### src/rtl/mips_hazard_scoreboard.sv
// Hazard and forwarding scoreboard for the pipelined MIPS core.
// A DEPTH-entry shift table tracks every in-flight writer after ID
// (entry 0 = ID/EX ... entry DEPTH-1 = last WB). From the registered table it
// derives the ID stall request and the EX operand-forward selects, and it
// counts stall cycles.
module mips_hazard_scoreboard #(
  parameter int REG_AW     = 5,
  parameter int DEPTH      = 3,
  parameter int ALU_READY  = 1,
  parameter int LOAD_READY = 2,
  parameter int CNT_W      = 32
) (
  input  logic                     clk,
  input  logic                     rst,
  input  logic                     id_valid,
  input  logic [REG_AW-1:0]        id_rs,
  input  logic [REG_AW-1:0]        id_rt,
  input  logic                     id_use_rs,
  input  logic                     id_use_rt,
  input  logic [REG_AW-1:0]        id_dest,
  input  logic                     id_regwrite,
  input  logic                     id_is_load,
  input  logic                     id_flush,
  input  logic                     pipe_hold,
  output logic                     stall_id,
  output logic [$clog2(DEPTH)-1:0] fwd_a,
  output logic [$clog2(DEPTH)-1:0] fwd_b,
  output logic [CNT_W-1:0]         stall_cnt
);

  localparam int FW = $clog2(DEPTH);

  // One tracked writer. The source fields are only consulted in entry 0
  // (the instruction currently in EX); they ride along harmlessly elsewhere.
  typedef struct packed {
    logic              valid;
    logic              wr;
    logic              is_load;
    logic [REG_AW-1:0] dest;
    logic              use_a;
    logic              use_b;
    logic [REG_AW-1:0] src_a;
    logic [REG_AW-1:0] src_b;
  } entry_t;

  entry_t           tbl_q [DEPTH];
  entry_t           tbl_d [DEPTH];
  logic [CNT_W-1:0] cnt_q;
  logic [CNT_W-1:0] cnt_d;
  logic             hazard;
  logic             stall;

  // First entry index at which this writer's result can be forwarded.
  function automatic int ready_of(input entry_t e);
    return e.is_load ? LOAD_READY : ALU_READY;
  endfunction

  // Entry e produces register r. Register 0 is hard-wired and never matches.
  function automatic logic match(input entry_t e, input logic [REG_AW-1:0] r);
    return e.valid && e.wr && (e.dest == r) && (r != '0);
  endfunction

  // Stall when a producer the ID instruction needs will not yet be
  // forwardable by the time the consumer reaches EX.
  always_comb begin
    // NOTE: every always_comb output gets a default first so no path leaves
    // it unassigned, which would otherwise infer a latch.
    hazard = 1'b0;
    for (int k = 0; k < DEPTH - 1; k++) begin
      if ((k + 1 < ready_of(tbl_q[k])) &&
          ((id_use_rs && match(tbl_q[k], id_rs)) ||
           (id_use_rt && match(tbl_q[k], id_rt)))) begin
        hazard = 1'b1;
      end
    end
    // A flushed or frozen ID instruction cannot request a stall.
    stall = id_valid && !id_flush && !pipe_hold && hazard;
  end

  // Forward selects for the EX instruction: the youngest ready producer wins,
  // so scan oldest to youngest and let later hits overwrite earlier ones.
  always_comb begin
    fwd_a = '0;
    fwd_b = '0;
    for (int j = DEPTH - 1; j >= 1; j--) begin
      if (tbl_q[0].use_a && match(tbl_q[j], tbl_q[0].src_a) && (j >= ready_of(tbl_q[j])))
        fwd_a = FW'(j);
      if (tbl_q[0].use_b && match(tbl_q[j], tbl_q[0].src_b) && (j >= ready_of(tbl_q[j])))
        fwd_b = FW'(j);
    end
  end

  // Next-state table and stall counter: shift one stage per cycle unless the
  // whole pipe is held; entry 0 takes the ID instruction or a bubble.
  always_comb begin
    tbl_d = tbl_q;
    cnt_d = cnt_q;
    if (!pipe_hold) begin
      for (int k = DEPTH - 1; k >= 1; k--) begin
        tbl_d[k] = tbl_q[k - 1];
      end
      tbl_d[0] = '0;
      if (id_valid && !id_flush && !stall) begin
        tbl_d[0] = '{valid:   1'b1,
                     wr:      id_regwrite,
                     is_load: id_is_load,
                     dest:    id_dest,
                     use_a:   id_use_rs,
                     use_b:   id_use_rt,
                     src_a:   id_rs,
                     src_b:   id_rt};
      end
      if (stall) begin
        cnt_d = cnt_q + CNT_W'(1);
      end
    end
  end

  // State registers with synchronous reset.
  always_ff @(posedge clk) begin
    if (rst) begin
      // NOTE: the table is a handful of flops, not a RAM, and stale valid
      // bits would cause phantom stalls, so every entry is cleared on reset.
      for (int k = 0; k < DEPTH; k++) begin
        tbl_q[k] <= '0;
      end
      cnt_q <= '0;
    end else begin
      // NOTE: non-blocking assignments so every register samples the
      // pre-edge value, independent of statement order.
      tbl_q <= tbl_d;
      cnt_q <= cnt_d;
    end
  end

  assign stall_id  = stall;
  assign stall_cnt = cnt_q;

endmodule
### config.mk
export PLATFORM = sky130hd
export DESIGN_NAME = mips_hazard_scoreboard
export DESIGN_NICKNAME = d
export VERILOG_FILES = /design/src/rtl/mips_hazard_scoreboard.sv
export SDC_FILE = /design/constraint.sdc
export NUM_CORES = 1
export LEC_CHECK = 0
export CAP_MARGIN = 25
export CORE_AREA = 4 4 108 84
export CTS_CLUSTER_DIAMETER = 30
export CTS_CLUSTER_SIZE = 12
export DETAILED_ROUTE_END_ITERATION = 7
export DIE_AREA = 0 0 112 88
export PLACE_DENSITY = 0.66
export REMOVE_ABC_BUFFERS = 1
export SYNTH_ARGS = -nofsm -noshare
export SYNTH_HDL_FRONTEND = slang
export SYNTH_SLANG_ARGS = --single-unit
### constraint.sdc
create_clock -name clk -period 2.2 [get_ports clk]
set_input_delay 0.33 -clock clk [delete_from_list [all_inputs] [get_ports clk]]
set_output_delay 0.33 -clock clk [all_outputs]
set_load 0.02 [all_outputs]
==> impl_metrics.ini <==
[power_and_ir_drop]
p_leak_nw = 1.81
power_per_cell_area_nw_per_um2 = 538
ir_drop_mv = 0.356

[routing]
wl_um = 9290
dr.pass1.iters = 5
vias_per_cell = 5.37
drcViolationCount = 0
via_count = 3069
route.antenna.remaining_nets = 0
first_iter_violations = 156
avgRoutedWirePerCell_um = 16.3

[sta]
fin_ws_ps = -44.4
post-route-period-util = 1.02
finClkSkew_ps = 6.32
hold_slack_ps = 339
final-max-slew-violation-count = 0
worst_pin_slew_ps = 365
fin_tns_setup_ps = -44.4
slew_headroom = 0.751
timing.final.hold_violations = 0
setup_viol = 1
fmax_ghz = 0.446
rsz0062_at_grt = true
period_needed_ps = 2240

[floorplanning]
die_y_um = 88
dieArea_um2 = 9860
io-pin-count = 61
num_rows = 28
initial_utilization = 0.400
core_um2 = 7880
die_x_um = 112

[critical_path]
cpPeakStageDelay_ps = 510
crit_required_ps = 1870
critPathKind = reg2out
critPathMaxFanout = 2
worstPathArrival_ps = 1910
crit_start = tbl_q[49]
crit_slowest_cell = or4_1
crit_chain = or4_1 > o21ai_1 > buf_4 > nor4_4 > nor3_2 > buf_4
path_common_cell = buf_4
critPathCaptureType = primary output
rr_startpoint = tbl_q[54]
cp-start-kind = flop

[clocking]
hold_buffers = 0
numClockSinks = 67
clk_pin_slew_ps = 70
htree_levels = 3
clock_tree.root_cell = clkbuf_8
cts_buffer_depth = 2
cts_tree = yes
insertion_delay_ps = 340
cts_buffers = 9

[synth]
synth.top_cell.area_share = 0.425
ys.flop_type = dfxtp_1
yosys_register_bits = 67
yosysSeqAreaShare = 0.425
syn_avg_cell_area_um2 = 9.23
synthCells = 342
synth.area.top_cells = dfxtp_1 43%, xnor2_1 7.8%, a22o_1 5.3%, mux2i_1 4.8%, nor2_1 3.9%
synth_commonest_cells = 67 x dfxtp_1, 33 x nor2_1, 28 x xnor2_1
yosysWarnings = 0
synth-async-reset-ratio = 0
ys_types = 40
yosysTopAreaCell = dfxtp_1
synth_most_common_cell = dfxtp_1
synth_area_um2 = 3160
synth_enable_flop_cells = 0

[grt]
grt_start_max_net_pins = 32
gr-total-overflow = 0
grt_pass1_wl_um = 14600
grt_pass1_vias = 2923
groute.usage.overall = 0.186
antenna_found_initial = 0

[cells_and_area]
synthToLayoutAreaGrowth_pct = 48.8
seqCellArea_um2 = 1350
fillers = 676
nets = 486
layoutNonFillerInstCount = 571
num_antenna_cells = 0
final_layout_size_suffix_gt1_frac = 0.273
multiInputGateArea_um2 = 1880
final_util = 0.596

[place]
dpl.hpwl_um = 6520
port_buffers = 60
gp_congestion = 0.913
post-place-cells = 550

[outcome]
violations = setup timing
outcome = finished, violations left

[min_path]
hold_path_class = in2reg
min_from = id_rs[4]

[run]
maxCapViolations = 0
-- registers in the layout, summed over array words and instances, names as in the netlist --
name       cells
stall_cnt     32
tbl_q         35
-- critical path, delay by kind of cell, from the launching register on --
family | cells | cell delay (ps)
compound gates | 1 | 150
buf+inv | 2 | 340
flops | 1 | 310
simple gates | 3 | 760
-- where the power goes --
group | switching, mW | internal, mW | leakage, nW
logic | 0.0805 | 0.0914 | 1.15
clock network | 0.482 | 0.635 | 0.113
registers | 0.0133 | 1.22 | 0.545
-- logic make-up (layout without fill, tap and decap cells) --
group           after synthesis  after routing  synth area share
compound gates               80             81             0.176
flops                        67             67             0.425
simple gates                114            114             0.202
buf+inv                      25            148            0.0345
xor+xnor                     40             40             0.111
fa+ha+maj                     1              1           0.00396
mux                          15             15            0.0476
-- cell usage in the layout (no fill, tap or decap), types with 4 or more instances in the layout --
cell type | netlist | routed
buf_4 | 0 | 68
dfxtp_1 | 67 | 58
clkdlybuf4s50_1 | 0 | 45
nor2_1 | 33 | 31
xnor2_1 | 28 | 27
nand2_1 | 20 | 20
a21oi_1 | 22 | 20
a22o_1 | 19 | 19
mux2i_1 | 15 | 15
xor2_1 | 12 | 12
nand4_1 | 11 | 11
o21ai_0 | 13 | 11
nand3_1 | 10 | 10
or3_1 | 9 | 9
clkbuf_8 | 0 | 9
dfxtp_2 | 0 | 9
or4_1 | 9 | 7
o31ai_1 | 7 | 7
dlymetal6s2s_1 | 0 | 7
inv_1 | 7 | 6
a211oi_1 | 4 | 4
-- per-layer routing --
layer  GRT usage  routed length, µm
met5           0                  0
met4      0.0579                 87
met3      0.0421                425
met2       0.303               4280
met1       0.249               4500
-- timing repair --
action | in CTS | in global routing
pin swaps | 5 | 14
cloned | 0 | 1
hold endpoints to repair | 0 | 0
endpoints found under the setup margin | 17 | 24
gates resized for setup | 38 | 40
buffers inserted | 3 | 1
-- area by class of cell --
cell class	instances	area share
Clock inverter	7	0.0197
Clock buffer	9	0.0264
Sequential cell	67	0.288
Multi-Input combinational cell	251	0.400
Inverter	7	0.00559
Tap cell	105	0.0280
Timing Repair Buffer	125	0.232
-- final timing paths --
kind / slack (ps) / to / depth (start not counted)
max: -40 / fwd_a[1] / 6
min: 340 / tbl_q[49] / 2
max reg2reg: 80 / stall_cnt[14] / 7
min reg2reg: 480 / tbl_q[51] / 1
-- metrics by stage --
stage / total power, mW / worst slack, ps / cell area, µm²
CTS: 2.55 / -42.5 / 4540
floorplan: 1.31 / -17.5 / 3070
global route: 2.63 / -147 / 4700
finish: 2.53 / -44.4 / 4700
detailed placement: 1.43 / -488 / 4260
global placement: 1.42 / -453 / 4260
No activity file was read; power rests on OpenSTA's default activity.
==> RTL change 1 (config.mk and constraints unchanged) <==
Change the parameter `DEPTH` from 3 to 2.
--- a/src/rtl/mips_hazard_scoreboard.sv
+++ b/src/rtl/mips_hazard_scoreboard.sv
@@ -6,5 +6,5 @@
 module mips_hazard_scoreboard #(
   parameter int REG_AW     = 5,
-  parameter int DEPTH      = 3,
+  parameter int DEPTH      = 2,
   parameter int ALU_READY  = 1,
   parameter int LOAD_READY = 2,
Interface: changed (resized fwd_a and fwd_b); port bits go from 61 to 59. The function was not compared with the original's and may differ.
==> RTL change 1 against the unedited design <==
- critical path depth up 3
- area after synthesis down 13%
- sequential share of layout area up 0.37 points
- sequential cell count down 7
- worst hold slack better by 0.093 ns
- final area down 11%
- routed wire length down 16%
- fmax up 5.3%
- non-clock buffer count down 28
- power down 4.4%
- clock skew up 0.0018 ns
- worst setup slack better by 0.11 ns
- critical path type is now input port to flip-flop
- critical endpoint is now stall_cnt[22]
==> RTL change 1: results (changes against the unedited design) <==
* Status: completed
* Final net count at 420 (-14%)
* WHS Endpoint: tbl_q[26]
* 1st-iter DRT viols at 144 (-7.7%)
* Synth cell count leaders: dfxtp_1, a21oi_1, nor2_1, a22o_1, o21ai_0
* Placed insts at 475 (-14%)
* Worst Setup EP: stall_cnt[22]
* Leakage power total at 0.001542 uW (-15%)
* Met2 WL at 3.695 mm (-14%)
* Critical Path Fanout Max at 5 (+3)
* Signal buffers share of area at 22.76% (-0.47 points)
* GRT Overall Usage at 15.72% (-2.9 points)
* Final Cycle Share at 96.93% (-5.1 points)
* Cell count after synthesis at 302 (-12%)
* Seq. pwr at 1110 uW (-10%)
* Comb_multi_in at 221 (-12%)
* First-pass GRT wire length at 12.39 mm (-15%)
* Unique masters post-synth at 37 (-7.5%)
* R2R cell count at 8 (+1)
* Post-DP HPWL at 5.371 mm (-18%)
* Sequential share of cell area at 29.16% (+0.37 points)
* GR Layer Usage met3 at 3.867% (-0.35 points)
* Drt total wl at 7.821 mm (-16%)
* Met2 Track Usage GR at 25.73% (-4.5 points)
* Layout clock area frac at 5.652% (+1.0 points)
* Final Wtd Congestion at 0.7842 (-14%)
* I/O Buffers at 58 (-3.3%)
* Reg2Reg Launch Point: tbl_q[34]
* Met3 Routed Length at 232 um (-45%)
* Worst Path Arrival at 2.40 ns (+0.49 ns)
* Placement-stage cell area at 3626 sq um (-15%)
* Min Hold Slack at 0.4325 ns (+0.09332 ns)
* Seq_cells at 60 (-10%)
* First-pass detailed-route iteration total at 4 (-1)
* Invs w/o clock at 6 (-1)
* Largest net degree at the start of global routing at 28 (-13%)
* Multi-input combinational area share at 38.73% (-1.3 points)
* Hold_sp: id_rs[1]
* Fin cells at 505 (-12%)
* DP Worst Slack at -0.6076 ns (-0.1200 ns)
* Vias in the first global route at 2513 (-14%)
## RTL change 1: cell count changes in the layout (fill, tap and decap cells not counted), moves of 6 or more
cell,before,now
nand2_1,20,12
xnor2_2,1,8
dlygate4sd2_1,3,12
mux2i_1,15,8
xnor2_1,27,7
buf_4,68,34
nor2_1,31,25
dlymetal6s2s_1,7,0
## RTL change 1: kinds of logic (layout without fill, tap and decap cells)
group	after synthesis	count (layout)	synth area share, %
fa+ha+maj	1	1	0.4551
compound gates	81	81	19.30
mux	8	8	2.913
buf+inv	21	119	3.004
flops	60	60	43.70
xor+xnor	22	22	7.010
simple gates	109	109	23.62
## RTL change 1: timing repair
action / CTS / global route
resized for setup: 26 / 27
pin swaps: 8 / 13
endpoints found under the setup margin: 48 / 19
hold endpoints to repair: 0 / 0
buffers inserted: 9 / 3
gates cloned: 2 / 0
==> RTL change 2 (same settings) <==
Made on the original files. Make the reset (`rst`) asynchronous in one clocked block. Comments in the files are not updated.
--- a/src/rtl/mips_hazard_scoreboard.sv
+++ b/src/rtl/mips_hazard_scoreboard.sv
@@ -118,5 +118,5 @@
 
   // State registers with synchronous reset.
-  always_ff @(posedge clk) begin
+  always_ff @(posedge clk or posedge rst) begin
     if (rst) begin
       // NOTE: the table is a handful of flops, not a RAM, and stale valid
Behaviour: differs if rst is asserted again (counterexample within 4 cycles, from zero or initial values and one cycle with rst high); with rst held inactive, the same outputs for 4 cycles.
==> RTL change 2 against the unedited design <==
- the flow still finishes with violations (setup timing)
- synthesized cell count is 17% lower
- sequential power is 7% higher
- final area is 0.96% lower
- clock skew rose by 0.0041 ns
- critical endpoint unchanged
- non-clock buffer count shrank 23
- worst setup slack worse by 0.0037 ns
- area after synthesis increased by 5.3%
- routed wire length shrank 12%
- combinational power rose by 70%
- sequential cell count did not move
- fmax is 0.16% lower
- power increased by 1.2%
==> RTL change 2: results (changes against the unedited design) <==
* Status: finished, violations left
* Violated checks: setup timing
* Fin cells at 493 (-14%)
* Vias in the first global route at 2514 (-14%)
* Routed vias/inst at 5.211 (-3.0%)
* Reg2Reg Launch Point: tbl_q[58]
* Final Wtd Congestion at 0.8851 (-3.0%)
* Final setup margin at -0.04809 ns (-0.003679 ns)
* Synth cell count leaders: dfrtp_1, xor2_1, a22o_1, xnor2_1, nand2_1
* First-pass GRT wire length at 13.33 mm (-9.0%)
* # resized after CTS at 42 (+11%)
* Critical path origin: tbl_q[49]
* Type of the tightest min-delay check: input port to asynchronous set/reset pin
* Largest net degree at the start of global routing at 37 (+16%)
* Placed insts at 473 (-14%)
* Peak VDD IR at 0.2709 mV (-24%)
* 1st-iter DRT viols at 80 (-49%)
* Cell count after synthesis at 283 (-17%)
* Post-synthesis sequential area ratio at 50.45% (+7.9 points)
* Placement-stage cell area at 4294 sq um (+0.73%)
* Synth async-reset ratio at 100.0% (+100 points)
* First-pass detailed-route iteration total at 4 (-1)
* GR met1 Demand/Resource at 26.13% (+1.2 points)
* WL/cell at 16.57 um (+1.8%)
* GR Layer Usage met3 at 4.489% (+0.28 points)
* Final Skew at 0.01044 ns (+0.004116 ns)
* Unique masters post-synth at 36 (-10%)
* DP Worst Slack at -0.6513 ns (-0.1637 ns)
* Proportion of layout cells with a drive suffix above 1 at 28.87% (+1.6 points)
* Final setup vio count at 1 (unchanged)
* Post-DP HPWL at 5.844 mm (-10%)
[RTL change 2: worst min path at each step]
stage | endpoint | start | cells after the start | slack [ns]
6_report | stall_cnt[29] | rst | 2 | 0.29
5_1_grt | stall_cnt[19] | rst | 2 | 0.32
4_1_cts | stall_cnt[31] | rst | 2 | 0.30
3_5_place_dp | stall_cnt[31] | stall_cnt[31] | 1 | 0.46
3_3_place_gp | stall_cnt[31] | stall_cnt[31] | 1 | 0.46
2_1_floorplan | tbl_q[36] | pipe_hold | 1 | 0.44
[RTL change 2: metal layers]
metal | wire length [um] | share of wire (%)
met5 | 0 | 0
met2 | 3532 | 43
met1 | 4109 | 50
met4 | 124 | 1.5
met3 | 402 | 4.9
[RTL change 2: area by class of cell]
type | count | area (sq um)
repair buffers | 102 | 952.2
flip-flops and latches | 67 | 1677
multi-input cells | 198 | 1690
inverters | 6 | 22.52
well taps | 105 | 131.4
fillers | 694 | 3231
clock inverters | 2 | 10.01
clock buffers | 13 | 168.9
[RTL change 2: kinds of logic (layout without fill, tap and decap cells)]
family / count (synthesis) / after routing / share of synthesized area, %
xor gates and xnor gates: 58 / 58 / 15.29
and+or+nand+nor: 96 / 96 / 18.90
muxes: 15 / 15 / 5.083
AOI/OAI and AO/OA: 28 / 28 / 6.852
DFF: 67 / 67 / 50.45
adders and majority gates: 1 / 1 / 0.3764
buffers and inverters: 18 / 123 / 3.049
[RTL change 2: power breakdown]
group | switching, uW | leakage [uW] | internal, uW
combinational | 132 | 0.00121 | 162
sequential | 49.0 | 0.000913 | 1280
clock | 447 | 0.0000953 | 492
total | 627 | 0.00221 | 1930
[RTL change 2: critical path: stages (launching register included)]
cell and delay [ns]:
dfrtp_1 0.38, or4_4 0.55, o21ai_4 0.21, nor4_4 0.06, nor3_2 0.21, buf_4 0.17
